$ cat src/rtl/sync_edge_monitor.sv
// rtl/sync_edge_monitor.sv - receive-side sync monitor: synchronise, detect edges, measure interval, track lock
module sync_edge_monitor #(
  parameter int FREQ_CLK   = 25000000,
  parameter int TOL        = 250,
  parameter int LOCK_COUNT = 3,
  parameter int CNT_W      = 32
) (
  input  logic             clk,
  input  logic             reset,
  input  logic             enable,
  input  logic             syncin,
  output logic             edge_pulse,
  output logic [CNT_W-1:0] period,
  output logic             period_valid,
  output logic             locked,
  output logic             lost,
  output logic [15:0]      edge_count,
  output logic [15:0]      error_count
);

  typedef enum logic [1:0] {IDLE, ARMED, LOCKED, LOST} state_t;

  localparam logic [CNT_W-1:0] IV_LO       = CNT_W'(FREQ_CLK - TOL);
  localparam logic [CNT_W-1:0] IV_HI       = CNT_W'(FREQ_CLK + TOL);
  localparam logic [CNT_W-1:0] IV_TIMEOUT  = CNT_W'(FREQ_CLK + TOL + 1);
  localparam logic [CNT_W-1:0] CNT_MAX     = '1;
  localparam int               GW          = $clog2(LOCK_COUNT + 1);
  localparam logic [GW-1:0]    GOOD_TARGET = GW'(LOCK_COUNT);

  logic             s1, s2, s3;
  logic [CNT_W-1:0] cnt;
  state_t           state, state_next;
  logic [GW-1:0]    good_cnt, good_cnt_next;
  logic             err_inc;
  logic             measuring;
  logic             good_iv;
  logic             timeout;

  assign measuring = (state == ARMED) || (state == LOCKED);
  assign good_iv   = (cnt >= IV_LO) && (cnt <= IV_HI);
  assign timeout   = measuring && (cnt == IV_TIMEOUT);

  // Pulses alongside edge_pulse; period carries the new value from the next cycle.
  assign period_valid = edge_pulse && enable && measuring;

  always_comb begin
    state_next    = state;
    good_cnt_next = good_cnt;
    err_inc       = 1'b0;
    if (!enable) begin
      state_next    = IDLE;
      good_cnt_next = '0;
    end else if (edge_pulse) begin
      // An edge coinciding with the timeout cycle is judged as an interval.
      case (state)
        IDLE, LOST: begin
          state_next    = ARMED;
          good_cnt_next = '0;
        end
        ARMED: begin
          if (good_iv) begin
            good_cnt_next = good_cnt + GW'(1);
            if (good_cnt + GW'(1) == GOOD_TARGET) state_next = LOCKED;
          end else begin
            good_cnt_next = '0;
          end
        end
        LOCKED: begin
          if (!good_iv) begin
            state_next    = ARMED;
            good_cnt_next = '0;
            err_inc       = 1'b1;
          end
        end
        default: state_next = IDLE;
      endcase
    end else if (timeout) begin
      state_next = LOST;
      err_inc    = (state == LOCKED);
    end
  end

  always_ff @(posedge clk) begin
    if (reset) begin
      s1          <= 1'b0;
      s2          <= 1'b0;
      s3          <= 1'b0;
      edge_pulse  <= 1'b0;
      cnt         <= '0;
      period      <= '0;
      state       <= IDLE;
      good_cnt    <= '0;
      locked      <= 1'b0;
      lost        <= 1'b0;
      edge_count  <= '0;
      error_count <= '0;
    end else begin
      s1         <= syncin;
      s2         <= s1;
      s3         <= s2;
      edge_pulse <= s2 ^ s3;

      if (edge_pulse)          cnt <= CNT_W'(1);
      else if (cnt != CNT_MAX) cnt <= cnt + CNT_W'(1);

      if (period_valid) period <= cnt;

      state    <= state_next;
      good_cnt <= good_cnt_next;
      locked   <= (state_next == LOCKED);
      lost     <= (state_next == LOST);

      if (enable && edge_pulse && edge_count != 16'hFFFF)
        edge_count <= edge_count + 16'd1;
      if (err_inc && error_count != 16'hFFFF)
        error_count <= error_count + 16'd1;
    end
  end

endmodule

$ cat config.mk
export PLATFORM = sky130hd
export DESIGN_NAME = sync_edge_monitor
export DESIGN_NICKNAME = d
export VERILOG_FILES = /design/src/rtl/sync_edge_monitor.sv
export SDC_FILE = /design/constraint.sdc
export NUM_CORES = 1
export LEC_CHECK = 0
export BUFFER_PORTS_ARGS = -buffer_cell sky130_fd_sc_hd__clkbuf_2
export CAP_MARGIN = 20
export CORE_MARGIN = 2
export CORE_UTILIZATION = 55
export CTS_CLUSTER_DIAMETER = 40
export CTS_CLUSTER_SIZE = 20
export DETAILED_ROUTE_END_ITERATION = 12
export GPL_ROUTABILITY_DRIVEN = 0
export GPL_TIMING_DRIVEN = 0
export PLACE_DENSITY_LB_ADDON = 0.25
export RECOVER_POWER = 50
export SLEW_MARGIN = 5
export SYNTH_ARGS = -nofsm -noshare
export SYNTH_HDL_FRONTEND = slang
export SYNTH_SLANG_ARGS = --single-unit
$ cat constraint.sdc
create_clock -name clk -period 3.1 [get_ports clk]
set_input_delay 0.93 -clock clk [delete_from_list [all_inputs] [get_ports clk]]
set_output_delay 0.93 -clock clk [all_outputs]
set_load 0.05 [all_outputs]
==> results of run 1 <==
==> logic make-up (layout without fill, tap and decap cells) <==
family | count (synthesis) | in the layout | share of synthesized area (%)
multiplexers | 7 | 7 | 1.60
XOR/XNOR | 37 | 37 | 6.69
AND/OR/NAND/NOR | 286 | 286 | 30.1
adder cells (fa/ha/maj) | 7 | 7 | 1.81
buffers and inverters | 44 | 131 | 3.82
flip-flops | 106 | 106 | 43.8
AO/OA/AOI/OAI | 99 | 99 | 12.2
==> flip-flops by register name, indices dropped and copies added, names as in the netlist <==
signal and flops:
good_cnt 2, s2 1, period 32, s1 1, locked 1, edge_count 16, state 2, lost 1
cnt 32, s3 1, error_count 16, edge_pulse 1
==> what timing repair did <==
item	4_1_cts	5_1_grt
hold buffers	0	0
resized for setup	2	1
setup endpoints to repair	1	1
buffers inserted	1	0
pin swaps	0	0
==> stage by stage <==
step | area [sq um] | std cells | TNS (ns)
6_report | 5480 | 781 | 0
5_1_grt | 5480 | 781 | 0
4_1_cts | 5560 | 781 | 0
3_5_place_dp | 5340 | 765 | -0.387
3_3_place_gp | 5340 | 765 | -0.448
2_1_floorplan | 4850 | 586 | 0
==> worst register-to-register path: cells and delay by family (launching register included) <==
| family | cells | cell delay (ns) |
|---|---|---|
| multiplexers | 1 | 0.33 |
| buffers and inverters | 1 | 0.40 |
| AND/OR/NAND/NOR | 5 | 0.97 |
| flip-flops | 1 | 0.46 |
| AO/OA/AOI/OAI | 1 | 0.41 |
==> final cells by class <==
cell class / count / area, sq um
repair buffers: 72 / 280
multi-input cells: 436 / 2540
fillers: 807 / 3160
clock inverters: 6 / 88.8
clock buffers: 10 / 128
flip-flops and latches: 106 / 2120
well taps: 108 / 135
plain buffers: 27 / 123
inverters: 16 / 60.1
==> power groups by stage <==
| stage | logic (mW) | registers, mW | clock network [mW] |
|---|---|---|---|
| 2_1_floorplan | 0.0487 | 1.41 | 0 |
| 3_3_place_gp | 0.0738 | 1.41 | 0 |
| 3_5_place_dp | 0.0751 | 1.41 | 0 |
| 4_1_cts | 0.0755 | 1.37 | 0.940 |
| 5_1_grt | 0.0835 | 1.38 | 0.994 |
| 6_report | 0.0752 | 1.37 | 0.925 |
==> cells in the final DEF, fill, tap and decap left out, types with 15 or more instances in the layout <==
| cell type | n |
|---|---|
| sky130_fd_sc_hd__nand4_1 | 18 |
| sky130_fd_sc_hd__clkbuf_1 | 86 |
| sky130_fd_sc_hd__xnor2_1 | 18 |
| sky130_fd_sc_hd__xor2_1 | 19 |
| sky130_fd_sc_hd__nand3_1 | 17 |
| sky130_fd_sc_hd__nand2_1 | 96 |
| sky130_fd_sc_hd__inv_1 | 15 |
| sky130_fd_sc_hd__nor2_1 | 60 |
| sky130_fd_sc_hd__dfxtp_1 | 106 |
| sky130_fd_sc_hd__a21oi_1 | 56 |
==> routing by layer <==
metal / vias to the layer above / share of wire [%]
li1: 2215 / -
met1: 1999 / 45
met2: 128 / 47
met3: 26 / 4.9
met4: 0 / 2.8
met5: - / 0
==> path summary, 6_finish.rpt <==
path / start / endpoint / slack (ns)
worst min-delay path: period[16] / period[16] / 0.45
worst min register to register: period[16] / period[16] / 0.45
worst max-delay path: state[0] / period_valid / 0.14
worst max register to register: error_count[3] / error_count[9] / 0.42
==> results.sh, run 1 <==
export IMPL_outcome="complete, no violations"
export IMPL_grt_met3_usage_pct=4.37
export IMPL_slew_headroom_pct=41.5
export IMPL_worst_r2r_cell_count=8
export IMPL_count_of_antenna_violating_nets_left_after_detailed_routing=0
export IMPL_min_tclk_post_route_ns=2.96
export IMPL_synthesis_yosys_warnings=0
export IMPL_post_synth_cell_area_avg_sq_um=8.27
export IMPL_synthArstFlopShare_pct=0
export IMPL_floorplan_rows=34
export IMPL_worst_path_largest_cell_delay_ns=0.36
export IMPL_layout_nets=679
export IMPL_core_region_area_sq_um=8640
export IMPL_drt_pass1_iterations=5
export IMPL_max_cap_viol_count=0
export IMPL_timing_hold_ws_ns=0.455
export IMPL_finish_utilization_pct=63.4
export IMPL_avgViaCountPerCell=5.59
export IMPL_post_synth_inst_count=586
export IMPL_area_growth_pct=13.0
export IMPL_timing_worst_slew_pin_value_ns=0.870
export IMPL_worstSetupEndpointType="output port"
export IMPL_path_clk_slew_ns=0.09
export IMPL_grt_setup_unrepaired="false"
export IMPL_floorplan_die_height_microns=97.9
export IMPL_synthMostInstantiatedCell="sky130_fd_sc_hd__dfxtp_1"
export IMPL_grt_first_pass_wirelength_mm=18.2
export IMPL_hold_path_cell_count=2
export IMPL_power_ir_vdd_worst_v=0.000225
export IMPL_grt_remaining_overflow=0
export IMPL_grt_max_degree=18
export IMPL_worstPathCellList="inv_1, ha_1, or2_4, inv_2, buf_2, clkbuf_4"
export IMPL_synth_area_sq_um=4850
export IMPL_numPortBuffers=71
export IMPL_cts_buffers_inserted=9
export IMPL_layout_setup_ws_ns=0.145
export IMPL_timing_hold_violations_final=0
export IMPL_cp_data_required_time_ns=2.17
export IMPL_crit_buf_inv=4
export IMPL_root_buffer="sky130_fd_sc_hd__clkbuf_8"
export IMPL_synth_seq_area_share_pct=43.8
export IMPL_critical_path_depth=6
export IMPL_cp_top_family="buffers and inverters"
export IMPL_place_worst_setup_slack_ns=-0.387
export IMPL_clock_power_share_pct=39.0
export IMPL_net_sw_power_uw=532
export IMPL_timing_fmax_mhz=338
export IMPL_dp_final_hpwl_mm=7.99
export IMPL_timing_max_transition_violations_final=0
export IMPL_clk_latency_ns=0.38
export IMPL_n_antenna_cell=0
export IMPL_grt_pass1_vias=4147
export IMPL_power_share_switching_pct=22.4
export IMPL_die_area_sq_um=9580
export IMPL_synth_largest_area_cell="sky130_fd_sc_hd__dfxtp_1"
export IMPL_synth_top_area_share_pct=43.8
export IMPL_globalRoute_busiestLayer="met2"
export IMPL_clock_tree_from_tritoncts="done"
export IMPL_initial_core_util_pct=56.1
export IMPL_cts_path_max_buffers=2
export IMPL_power_leakage_nw=1.81
export IMPL_globalRouteMet1Util_pct=28.0
export IMPL_final_routed_wirelength_mm=10.9
export IMPL_antenna_found_initial=0
export IMPL_first_iter_violations=184
export IMPL_ios=72
export IMPL_setup_viol_count_final=0
export IMPL_synth_enable_flop_cells=0
export IMPL_grtUsageTotal_pct=22.9
export IMPL_worst_setup_path_start_kind="flop"
export IMPL_power_density_cell_area_nw_per_um2=434
export IMPL_power_share_combinational_pct=3.2
export IMPL_ys_flop_type="sky130_fd_sc_hd__dfxtp_1"
export IMPL_critical_path_arrival_ns=2.03
export IMPL_setup_worst_path_class="reg -> out"
export IMPL_synthTopCellsByCount="106 x sky130_fd_sc_hd__dfxtp_1, 96 x sky130_fd_sc_hd__nand2_1, 60 x sky130_fd_sc_hd__nor2_1"
export IMPL_power_mw=2.38
export IMPL_drive_gt1_share_pct=5.79
export IMPL_synth_distinct_cells=55
export IMPL_wl_per_cell_microns=14.0
export IMPL_ys_ff_latch=106
export IMPL_synthTopCellsByArea="sky130_fd_sc_hd__dfxtp_1 44%, sky130_fd_sc_hd__nand2_1 7.4%, sky130_fd_sc_hd__a21oi_1 5.8%"
export IMPL_worst_path_max_delay_cell="sky130_fd_sc_hd__dfxtp_1"
export IMPL_timing_final_crit_share_pct=95.3
export IMPL_synth_net_count=597
export IMPL_drt_drc_violations_left=0
export IMPL_intPower_mw=1.84
export IMPL_sequentialPowerShare_pct=57.9
export IMPL_grt_util_met2_pct=38.4
export IMPL_htree_levels=3
export IMPL_die_width_microns=97.9
export IMPL_worst_clock_skew_ns=0.0175
export IMPL_timing_hold_worst_class="reg -> reg"
export IMPL_clock_sink_count=106
export IMPL_critical_path_max_fanout=10
export IMPL_route_vias_total=4368
Power figures use the tool's default switching activity.
==> run 2: changes to the inputs <==
--- a/config.mk
+++ b/config.mk
@@ -5,7 +5,7 @@
 export SDC_FILE = /design/constraint.sdc
 export NUM_CORES = 1
 export LEC_CHECK = 0
-export BUFFER_PORTS_ARGS = -buffer_cell sky130_fd_sc_hd__clkbuf_2
+export BUFFER_PORTS_ARGS = -buffer_cell sky130_fd_sc_hd__buf_2
 export CAP_MARGIN = 20
 export CORE_MARGIN = 2
 export CORE_UTILIZATION = 55
==> run 2 against run 1 <==
Compared with the run above: cell area fell by 0.87%; power shrank 6.4%; via count grew 1.7%; critical path depth unchanged; hold slack lost 0.010 ns; setup slack worse by 0.0075 ns; first-iteration DRC count grew 3.8%; fmax decreased by 0.25%; sequential share of layout area increased by 0.34 points.
==> results.sh, run 2 (same netlist as run 1, synthesis figures left out) <==
export IMPL_worst_path_max_delay_cell="sky130_fd_sc_hd__dfxtp_1"
export IMPL_layout_nets=679
export IMPL_clock_tree_from_tritoncts="done"
export IMPL_die_area_sq_um=9580
export IMPL_filler_cell_count=854
export IMPL_min_tclk_post_route_ns=2.96
export IMPL_initial_core_util_pct=56.1
export IMPL_clock_sink_count=106
export IMPL_cts_buffers_inserted=9
export IMPL_timing_worst_slew_pin_value_ns=0.927
export IMPL_worst_clock_skew_ns=0.00950
export IMPL_first_iter_violations=191
export IMPL_final_routed_wirelength_mm=11.1
export IMPL_crit_buf_inv=4
export IMPL_avgViaCountPerCell=5.70
export IMPL_root_buffer="sky130_fd_sc_hd__clkbuf_8"
export IMPL_grt_pass1_vias=4203
export IMPL_path_clk_slew_ns=0.09
export IMPL_r2r_slack_ns=0.40
export IMPL_post_cts_hold_buffer_count=0
export IMPL_core_region_area_sq_um=8640
export IMPL_worstSetupEndpointType="output port"
export IMPL_finish_utilization_pct=62.9
export IMPL_dp_final_hpwl_mm=8.14
export IMPL_route_vias_total=4443
export IMPL_setup_worst_path_class="reg -> out"
export IMPL_power_leakage_nw=1.78
export IMPL_floorplan_die_height_microns=97.9
export IMPL_power_density_cell_area_nw_per_um2=410
export IMPL_slew_headroom_pct=37.6
export IMPL_count_of_antenna_violating_nets_left_after_detailed_routing=0
export IMPL_cp_top_family="buffers and inverters"
export IMPL_timing_max_transition_violations_final=0
export IMPL_die_width_microns=97.9
export IMPL_numPortBuffers=71
export IMPL_drt_drc_violations_left=0
export IMPL_timing_final_crit_share_pct=95.6
export IMPL_instances_no_fill=780
export IMPL_cts_path_max_buffers=2
export IMPL_post_place_cells=765
export IMPL_grt_remaining_overflow=0
export IMPL_htree_levels=3
export IMPL_drt_pass1_iterations=6
export IMPL_antenna_found_initial=0
export IMPL_n_antenna_cell=0
export IMPL_max_cap_viol_count=0
export IMPL_grt_first_pass_wirelength_mm=18.6
export IMPL_worst_setup_path_start_kind="flop"
export IMPL_setup_viol_count_final=0
export IMPL_clk_latency_ns=0.37
export IMPL_timing_hold_worst_class="reg -> reg"
export IMPL_area_growth_pct=12.1
export IMPL_wl_per_cell_microns=14.2
export IMPL_ios=72
export IMPL_layout_commonest_cell="sky130_fd_sc_hd__dfxtp_1"
export IMPL_worst_path_largest_cell_delay_ns=0.37
export IMPL_timing_hold_ws_ns=0.445
export IMPL_grt_setup_unrepaired="false"
export IMPL_critical_path_max_fanout=10
export IMPL_cp_data_required_time_ns=2.17
export IMPL_critical_path_arrival_ns=2.03
export IMPL_grtUsageTotal_pct=23.3
export IMPL_floorplan_rows=34
export IMPL_timing_hold_violations_final=0
export IMPL_timing_fmax_mhz=338
export IMPL_drive_gt1_share_pct=5.51
export IMPL_final_cell_mix="106 x sky130_fd_sc_hd__dfxtp_1, 96 x sky130_fd_sc_hd__nand2_1, 87 x sky130_fd_sc_hd__clkbuf_1"
export IMPL_grt_max_degree=17
export IMPL_worstPathCellList="inv_1, ha_1, or2_4, inv_2, buf_2, buf_4"
export IMPL_layout_top_registers="cnt x32, period x32"
export IMPL_outcome="complete, no violations"
export IMPL_power_ir_vdd_worst_v=0.000213
## run 2: cell types whose count changed in the layout (fill, tap and decap cells not counted)
| cell | delta |
|---|---|
| sky130_fd_sc_hd__buf_2 | +4 |
| sky130_fd_sc_hd__clkbuf_4 | -1 |
| sky130_fd_sc_hd__bufinv_16 | -2 |
| sky130_fd_sc_hd__buf_4 | +1 |
| sky130_fd_sc_hd__clkbuf_2 | -5 |
| sky130_fd_sc_hd__clkbuf_1 | +1 |
| sky130_fd_sc_hd__clkinv_4 | +1 |
| sky130_fd_sc_hd__clkbuf_8 | +1 |
| sky130_fd_sc_hd__inv_6 | -1 |
## run 2: metal layers
metal	vias to the layer above	GRT usage [%]	share of wire, %
met5	-	0	0
met4	0	9.94	1.6
met3	16	4.58	4.5
met2	115	39.3	49
met1	2096	29.2	45
li1	2216	-	-
## run 2: path summary, 6_finish.rpt
check                  from              end  cells after the start
max                state[0]     period_valid                      6
min                      s1               s2                      1
max reg2reg  error_count[3]  error_count[15]                      8
min reg2reg              s1               s2                      1
## run 2: area by class of cell
cell class,instances,area [sq um],area share [%]
repair buffers,72,279,5.14
inverters,16,60.1,1.11
clock inverters,4,28.8,0.530
clock buffers,11,141,2.60
multi-input cells,436,2540,46.8
plain buffers,27,123,2.26
well taps,108,135,2.49
flip-flops and latches,106,2120,39.1
## run 2: metrics by stage
stage / setup TNS (ns) / power (mW) / setup WS (ns) / cell area (sq um)
3_3_place_gp: -0.418 / 1.48 / -0.418 / 5340
3_5_place_dp: -0.352 / 1.48 / -0.352 / 5340
6_report: 0 / 2.22 / 0.137 / 5430
4_1_cts: 0 / 2.24 / 0.0152 / 5510
5_1_grt: 0 / 2.31 / 0.0524 / 5430
2_1_floorplan: 0 / 1.46 / 0.282 / 4850
## run 2: power by group
group	switching (mW)	internal [mW]
logic	0.0559	0.0201
registers	0.00796	1.37
clock network	0.463	0.310
total	0.527	1.70
## run 2: what timing repair did
| item | 4_1_cts | 5_1_grt |
|---|---|---|
| endpoints found under the setup margin | 1 | 1 |
| resized for setup | 2 | 1 |
| buffers inserted | 1 | 0 |
| endpoints found under the hold margin | 0 | 0 |
